**src/rtl/sm_warp_sched.sv**
```systemverilog
// Per-warp lifecycle tracker with a round-robin issue offer and a lowest-index done report.
// Define SM_WARP_SCHED_BARRIER_EN to honour wb_bar_i and the BAR barrier state.
`ifndef NUM_WARP
`define NUM_WARP 8
`endif
`ifndef DEPTH_WARP
`define DEPTH_WARP 3
`endif

module sm_warp_sched #(
  parameter int NUM_WARP   = `NUM_WARP,
  parameter int DEPTH_WARP = `DEPTH_WARP
) (
  input  logic                  clk,
  input  logic                  rst,
  input  logic                  launch_valid_i,
  input  logic [DEPTH_WARP-1:0] launch_wid_i,
  output logic                  issue_valid_o,
  output logic [DEPTH_WARP-1:0] issue_wid_o,
  input  logic                  issue_ready_i,
  input  logic                  wb_valid_i,
  input  logic [DEPTH_WARP-1:0] wb_wid_i,
  input  logic                  wb_exit_i,
  input  logic                  wb_bar_i,
  output logic                  done_valid_o,
  output logic [DEPTH_WARP-1:0] done_wid_o,
  input  logic                  done_ready_i
);

  typedef enum logic [2:0] {
    W_FREE  = 3'd0,
    W_READY = 3'd1,
    W_PEND  = 3'd2,
    W_BAR   = 3'd3,
    W_DONE  = 3'd4
  } warp_state_e;

  warp_state_e           state_r     [NUM_WARP];
  warp_state_e           state_nxt_s [NUM_WARP];
  logic [DEPTH_WARP-1:0] rr_ptr_r;
  logic                  issue_valid_r;
  logic [DEPTH_WARP-1:0] issue_wid_r;
  logic                  done_valid_r;
  logic [DEPTH_WARP-1:0] done_wid_r;

  logic [NUM_WARP-1:0]   ready_vec_s;
  logic [NUM_WARP-1:0]   done_vec_s;
  logic                  issue_load_s;
  logic                  done_load_s;
  logic                  pick_found_s;
  logic [DEPTH_WARP-1:0] pick_wid_s;
  logic [DEPTH_WARP-1:0] rr_ptr_nxt_s;
  logic                  done_found_s;
  logic [DEPTH_WARP-1:0] done_pick_s;
  logic                  release_s;

  // Modular increment of a warp id; the sum never exceeds 2*NUM_WARP-2.
  function automatic logic [DEPTH_WARP-1:0] wrap_add(input logic [DEPTH_WARP-1:0] base,
                                                     input int offs);
    int sum;
    sum = int'(base) + offs;
    if (sum >= NUM_WARP) begin
      sum = sum - NUM_WARP;
    end else begin
      sum = sum;
    end
    return sum[DEPTH_WARP-1:0];
  endfunction

  assign issue_load_s  = !issue_valid_r || issue_ready_i;
  assign done_load_s   = !done_valid_r || done_ready_i;
  assign issue_valid_o = issue_valid_r;
  assign issue_wid_o   = issue_wid_r;
  assign done_valid_o  = done_valid_r;
  assign done_wid_o    = done_wid_r;

  // Decode registered warp states into READY and DONE masks
  always_comb begin
    ready_vec_s = {NUM_WARP{1'b0}};
    done_vec_s  = {NUM_WARP{1'b0}};
    for (int w = 0; w < NUM_WARP; w++) begin
      ready_vec_s[w] = (state_r[w] == W_READY);
      done_vec_s[w]  = (state_r[w] == W_DONE);
    end
  end

  // Round-robin search over READY warps starting at the pointer
  always_comb begin
    pick_found_s = 1'b0;
    pick_wid_s   = {DEPTH_WARP{1'b0}};
    for (int i = 0; i < NUM_WARP; i++) begin
      if (!pick_found_s && ready_vec_s[wrap_add(rr_ptr_r, i)]) begin
        pick_found_s = 1'b1;
        pick_wid_s   = wrap_add(rr_ptr_r, i);
      end else begin
        pick_found_s = pick_found_s;
      end
    end
    rr_ptr_nxt_s = wrap_add(pick_wid_s, 1);
  end

  // Lowest-index DONE warp (descending scan, last hit wins)
  always_comb begin
    done_found_s = 1'b0;
    done_pick_s  = {DEPTH_WARP{1'b0}};
    for (int w = NUM_WARP - 1; w >= 0; w--) begin
      if (done_vec_s[w]) begin
        done_found_s = 1'b1;
        done_pick_s  = DEPTH_WARP'(w);
      end else begin
        done_found_s = done_found_s;
      end
    end
  end

`ifdef SM_WARP_SCHED_BARRIER_EN
  logic [NUM_WARP-1:0] pend_vec_s;
  logic [NUM_WARP-1:0] bar_vec_s;

  // Barrier release once nothing is READY or PEND and someone waits at BAR
  always_comb begin
    pend_vec_s = {NUM_WARP{1'b0}};
    bar_vec_s  = {NUM_WARP{1'b0}};
    for (int w = 0; w < NUM_WARP; w++) begin
      pend_vec_s[w] = (state_r[w] == W_PEND);
      bar_vec_s[w]  = (state_r[w] == W_BAR);
    end
    release_s = (ready_vec_s == {NUM_WARP{1'b0}}) && (pend_vec_s == {NUM_WARP{1'b0}}) &&
                (bar_vec_s != {NUM_WARP{1'b0}});
  end
`else
  logic unused_bar_s;
  assign unused_bar_s = wb_bar_i;
  assign release_s    = 1'b0;
`endif

  // Per-warp next state; each event only touches warps in its own source state
  always_comb begin
    for (int w = 0; w < NUM_WARP; w++) begin
      state_nxt_s[w] = state_r[w];
      case (state_r[w])
        W_FREE: begin
          if (launch_valid_i && (launch_wid_i == DEPTH_WARP'(w))) begin
            state_nxt_s[w] = W_READY;
          end else begin
            state_nxt_s[w] = W_FREE;
          end
        end
        W_READY: begin
          if (issue_load_s && pick_found_s && (pick_wid_s == DEPTH_WARP'(w))) begin
            state_nxt_s[w] = W_PEND;
          end else begin
            state_nxt_s[w] = W_READY;
          end
        end
        W_PEND: begin
          if (wb_valid_i && (wb_wid_i == DEPTH_WARP'(w))) begin
            if (wb_exit_i) begin
              state_nxt_s[w] = W_DONE;
`ifdef SM_WARP_SCHED_BARRIER_EN
            end else if (wb_bar_i) begin
              state_nxt_s[w] = W_BAR;
`endif
            end else begin
              state_nxt_s[w] = W_READY;
            end
          end else begin
            state_nxt_s[w] = W_PEND;
          end
        end
        W_BAR: begin
          if (release_s) begin
            state_nxt_s[w] = W_READY;
          end else begin
            state_nxt_s[w] = W_BAR;
          end
        end
        W_DONE: begin
          if (done_load_s && done_found_s && (done_pick_s == DEPTH_WARP'(w))) begin
            state_nxt_s[w] = W_FREE;
          end else begin
            state_nxt_s[w] = W_DONE;
          end
        end
        default: begin
          state_nxt_s[w] = W_FREE;
        end
      endcase
    end
  end

  // Warp state, round-robin pointer and the two output registers
  always_ff @(posedge clk) begin
    if (rst) begin
      for (int w = 0; w < NUM_WARP; w++) begin
        state_r[w] <= W_FREE;
      end
      rr_ptr_r      <= {DEPTH_WARP{1'b0}};
      issue_valid_r <= 1'b0;
      issue_wid_r   <= {DEPTH_WARP{1'b0}};
      done_valid_r  <= 1'b0;
      done_wid_r    <= {DEPTH_WARP{1'b0}};
    end else begin
      for (int w = 0; w < NUM_WARP; w++) begin
        state_r[w] <= state_nxt_s[w];
      end
      if (issue_load_s) begin
        if (pick_found_s) begin
          issue_valid_r <= 1'b1;
          issue_wid_r   <= pick_wid_s;
          rr_ptr_r      <= rr_ptr_nxt_s;
        end else begin
          issue_valid_r <= 1'b0;
        end
      end
      if (done_load_s) begin
        if (done_found_s) begin
          done_valid_r <= 1'b1;
          done_wid_r   <= done_pick_s;
        end else begin
          done_valid_r <= 1'b0;
        end
      end
    end
  end

endmodule

```
**config.mk**
```make
export PLATFORM = sky130hd
export DESIGN_NAME = sm_warp_sched
export DESIGN_NICKNAME = d
export VERILOG_FILES = /design/src/rtl/sm_warp_sched.sv
export SDC_FILE = /design/constraint.sdc
export NUM_CORES = 1
export LEC_CHECK = 0
export BUFFER_PORTS_ARGS = -buffer_cell sky130_fd_sc_hd__clkbuf_2
export CORE_UTILIZATION = 45
export CTS_CLUSTER_SIZE = 25
export DETAILED_ROUTE_END_ITERATION = 7
export PLACE_DENSITY_LB_ADDON = 0.12
export SYNTH_ARGS = -nofsm -noshare
export SYNTH_HDL_FRONTEND = slang
export SYNTH_SLANG_ARGS = --single-unit
```
**constraint.sdc**
```tcl
create_clock -name clk -period 9.2 [get_ports clk]
set_input_delay 0 -clock clk [delete_from_list [all_inputs] [get_ports clk]]
set_output_delay 0 -clock clk [all_outputs]
set_load 0.02 [all_outputs]
```
## After elaboration in Yosys (flattened, before gate mapping)

Memories as Yosys holds them, arrays and structs flattened.
Cells that the tools add are included.

| storage, ports and cells | value |
|---|---|
| RAM bits | 24 |
| bits in read-only memories | 0 |
| output and inout port bits | 8 |
| bits in latches | 0 |
| memories kept | 1 |
| flip-flop bits (word level) | 11 |
| word-level logic and storage cells | 285 |

| cells by class | value |
|---|---|
| shift operators | 0 |
| magnitude comparators | 17 |
| add/subtract/negate cells | 17 |
| eq/ne operators | 60 |
| divide/modulo/power cells | 0 |
| reductions and logical operators | 66 |
| bitwise logic cells | 8 |
| mux-type cells | 111 |
| multiply operators | 0 |

Memory list:

| memory | depth | bits a word | read ports | clocked after Yosys merged registers in | wr ports | RTL line | text |
|---|---|---|---|---|---|---|---|
| state_r | 8 | 3 | 8 | 0 | 8 | 38 | `warp_state_e state_r [NUM_WARP];` |

Operator list:

| operator | number |
|---|---|
| 3-bit two-way mux | 50 |
| 3-bit one-hot mux with 5 select lines | 8 |
| 3-bit by 2-bit equality test with 1-bit output, second input constant | 24 |
| 3-bit equality test, second input constant | 24 |
| 1-bit logical AND | 41 |
| 1-bit two-way mux | 37 |
| 3-bit by 1-bit equality test with 1-bit output, second input constant | 12 |
| 3-bit zero test | 12 |
| 4-bit >= comparator, second input constant | 8 |
| 3-bit by 4-bit < comparator with 1-bit output, second input constant | 8 |
| 3-bit by 1-bit subtractor with 3-bit output, second input constant | 9 |
| 1-bit binary-select mux with 3-bit select | 8 |
| 3-bit by 3-bit adder with 4-bit output, second input constant | 4 |
| 2-bit two-way mux | 8 |
| 1-bit zero test | 9 |
| 3-bit by 1-bit adder with 4-bit output, second input constant | 2 |
| 3-bit by 2-bit adder with 4-bit output, second input constant | 2 |
| 1-bit bitwise OR | 8 |
| 3-bit by 4-bit >= comparator with 1-bit output, second input constant | 1 |
| 2-bit AND reduction | 2 |
| 1-bit logical OR | 2 |

## Longest topological paths before layout

| logic depth | value |
|---|---|
| word-level depth | 31 |
| mapped depth | 18 |

## Least setup slack after synthesis

OpenSTA, ideal clock, no wires.

| timing | value |
|---|---|
| path type | register to register |
| from | register rr_ptr_r[1] |
| to | memory state_r[1][6] (netlist bit) |
| arrival | 3.869 ns |
| period minus slack after synthesis | 3.948 ns |
| library setup time | 0.079 ns |
| stages on the path, launching flop included | 18 |
| setup slack | 5.252 ns |
| cell sequence | dfxtp_1 buf_2 buf_2 inv_1 ha_1 buf_4 buf_6 inv_2 mux4_2 mux2_2 and3_2 a41oi_1 nand2_1 nor2_1 inv_1 ha_1 a311o_1 a211oi_2 |

RTL lines:

| what | RTL line | text |
|---|---|---|
| start, declared | 40 | `logic [DEPTH_WARP-1:0] rr_ptr_r;` |
| start signal, assigned | 198 | `rr_ptr_r <= {DEPTH_WARP{1'b0}};` |
| start signal, assigned | 211 | `rr_ptr_r <= rr_ptr_nxt_s;` |
| end, declared | 38 |  |

==> flow_metrics.env <==
export IMPL_cap_violations=0
export IMPL_core_area_sq_um=6760
export IMPL_multiInputGateArea_sq_um=2260
export IMPL_pre_cts_ws_ns=3.99
export IMPL_worst_slew_pin_slew_ns=1.11
export IMPL_path_class="flop to flop"
export IMPL_clock_sinks=35
export IMPL_drive_gt1_share_pct=16.7
export IMPL_insertion_delay_ns=0.29
export IMPL_postCtsSetupRepairBufs=0
export IMPL_critPathRequiredTime_ns=9.40
export IMPL_ctsResizeCount=0
export IMPL_synth_top_area_share_pct=22.3
export IMPL_rows=30
export IMPL_synth_edf_count=0
export IMPL_comb_power_share_pct=70.5
export IMPL_cts_root_buffer="clkbuf_8"
export IMPL_yosysMostFrequentCell="nor2_1"
export IMPL_seqCellArea_sq_um=701
export IMPL_synth_seq_cells=35
export IMPL_setup_tns_ns=0
export IMPL_drt_initial_drc_count=230
export IMPL_fillers=680
export IMPL_max_freq_ghz=0.191
export IMPL_hpwl_mm=6.60
export IMPL_viasPerCell=6.62
export IMPL_start_util_pct=46.4
export IMPL_die_area_sq_um=7310
export IMPL_gp_congestion=0.893
export IMPL_grt_pass1_vias=2761
export IMPL_grtUsageTotal_pct=25.2
export IMPL_grt_max_degree=35
export IMPL_area_growth_pct=5.06
export IMPL_wl_mm=8.85
export IMPL_nets=402
export IMPL_power_density_nw_per_um2=333
export IMPL_synthArstFlopShare_pct=0
export IMPL_setup_viol=0
export IMPL_die_h_um=85.5
export IMPL_syn_area_per_cell_sq_um=8.26
export IMPL_fin_crit_sh_pct=56.9
export IMPL_ys_warn_count=0
export IMPL_drt_first_pass_iters=5
export IMPL_relSlewSlack_pct=25.7
export IMPL_gr_total_overflow=0
export IMPL_rsz0062_at_grt="no"
export IMPL_critPathLaunchType="flop"
export IMPL_synthCells=380
export IMPL_pwr_share_seq_pct=19.6
export IMPL_antenna_found_initial=0
export IMPL_worst_path_max_fanout=33
export IMPL_vias=3070
export IMPL_wl_per_cell_um=19.1
export IMPL_p_int_uw=519
export IMPL_synthesis_area_sq_um=3140
export IMPL_cts_buffers=5
export IMPL_p_clk_share_pct=9.9
export IMPL_critical_path_arrival_ns=5.43
export IMPL_grt_pass1_wl_mm=14.4
export IMPL_leakage_uw=0.00118
export IMPL_fin_skew_ns=0.00720
export IMPL_synth_flop_cell="dfxtp_1"
export IMPL_cts_tree="done"
export IMPL_clkTransAtPathRegs_ns=0.07
export IMPL_ioPinCount=22
export IMPL_peakVddDrop_v=0.000125
export IMPL_p_sw_share_pct=52.8
export IMPL_antenna_left=0
export IMPL_io_buffers=20
export IMPL_cts_max_level=2
export IMPL_synth_commonest_cells="38 x nor2_1, 35 x dfxtp_1, 30 x nand2_1"
export IMPL_hp_class="input pin to flop"
export IMPL_outcome="finished clean"
export IMPL_route_detailed_drc=0
export IMPL_yosys_area_top_type="dfxtp_1"
export IMPL_finalHoldViolCount=0
export IMPL_fin_ws_ns=3.97
export IMPL_synth_area_leaders="dfxtp_1 22%, nor2_1 4.5%, a2111oi_0 4.5%"
export IMPL_postCtsHoldBufs=0
export IMPL_synth_nets=399
export IMPL_fin_crit_ns=5.23
export IMPL_power_switching_uw=580
export IMPL_yosysUniqueCellTypes=77
export IMPL_insertedDiodeCount=0
export IMPL_dieWidth_um=85.5
export IMPL_drv_slew=0
export IMPL_clockBufferDepth=2
export IMPL_critPathCaptureType="flop"
export IMPL_yosysSeqAreaShare_pct=22.3
[final timing paths]
kind                   from              to  slack, ns  cells past startpoint
max             rr_ptr_r[1]   state_r[1][6]       3.97                     13
min            done_ready_i   done_wid_o[1]       0.05                      4
max reg2reg     rr_ptr_r[1]   state_r[1][6]       3.97                     13
min reg2reg  issue_wid_o[0]  issue_wid_o[0]       0.46                      2
[layout make-up]
cell class / count / area share [%]
clock buffers: 7 / 2.31
repair buffers: 23 / 3.72
flip-flops and latches: 35 / 21.3
clock inverters: 1 / 0.152
well taps: 80 / 3.04
multi-input cells: 309 / 68.5
inverters: 9 / 1.02
[sequential cells by signal, summed over array words and instances, names as in the netlist]
name / count
rr_ptr_r: 3
issue_valid_o: 1
state_r: 24
done_wid_o: 3
done_valid_o: 1
issue_wid_o: 3
[routing by layer]
metal | up-vias | global-route usage, % | routed length [um] | part of all wire (%)
met1 | 1446 | 33.8 | 4020 | 45
li1 | 1498 | - | - | -
met5 | - | 0 | 0 | 0
met4 | 0 | 8.48 | 200 | 2.3
met2 | 110 | 42.2 | 4240 | 48
met3 | 16 | 2.79 | 395 | 4.5
[logic make-up after synthesis]
kind of cell	synth area share [%]
muxes	7.42
buffers and inverters	5.70
adders and majority gates	1.99
AOI/OAI and AO/OA	30.1
DFF	22.3
xor gates and xnor gates	1.40
and+or+nand+nor	31.1
[critical path, stage by stage (launching register included)]
cell and delay (ns):
dfxtp_1 1.06, inv_1 0.36, ha_1 0.61, nor4b_1 0.59, a2111oi_0 0.16, or4_1 0.70
nand4b_4 0.21, nor2_1 0.06, a21o_1 0.26, nor2_1 0.32, inv_1 0.09, ha_1 0.24
a311o_1 0.28, a211oi_2 0.20
[stage by stage]
stage / hold WS [ns] / cell area, sq um / power, uW / cells / util, %
CTS: 0.0493 / 3300 / 1100 / 464 / 48.8
detailed placement: 0.354 / 3220 / 986 / 456 / 47.6
global route: 0.0893 / 3300 / 1190 / 464 / 48.8
floorplan: 0.234 / 3140 / 833 / 380 / -
global placement: 0.347 / 3220 / 977 / 456 / 47.6
finish: 0.0485 / 3300 / 1100 / 464 / 48.8
[power groups by stage]
stage	Sequential, uW	Clock, uW	Combinational [uW]
after floorplan	201	0	631
after global placement	217	0	760
after detailed placement	218	0	768
after CTS	215	112	772
after global routing	221	119	852
final	215	109	775
[cells in the final DEF (no fill, tap or decap), types with 5 or more instances in the layout]
cell type  count
mux2i_1        6
a32oi_1        5
nand3_1        5
o21ai_0       10
a21oi_1       21
ha_1           5
nand4_1        5
or3b_2         6
a211oi_1      13
nand2b_1       7
or3_1          5
nor2_1        38
nor4b_1       10
inv_1          7
and2_1         6
nand2_1       30
o21a_1         6
a2111oi_0     16
clkbuf_8       5
clkbuf_2      20
nor3_1        11
dfxtp_1       35
nor2b_1        8
nor3b_1        6
(Power assumes the default switching activity.)
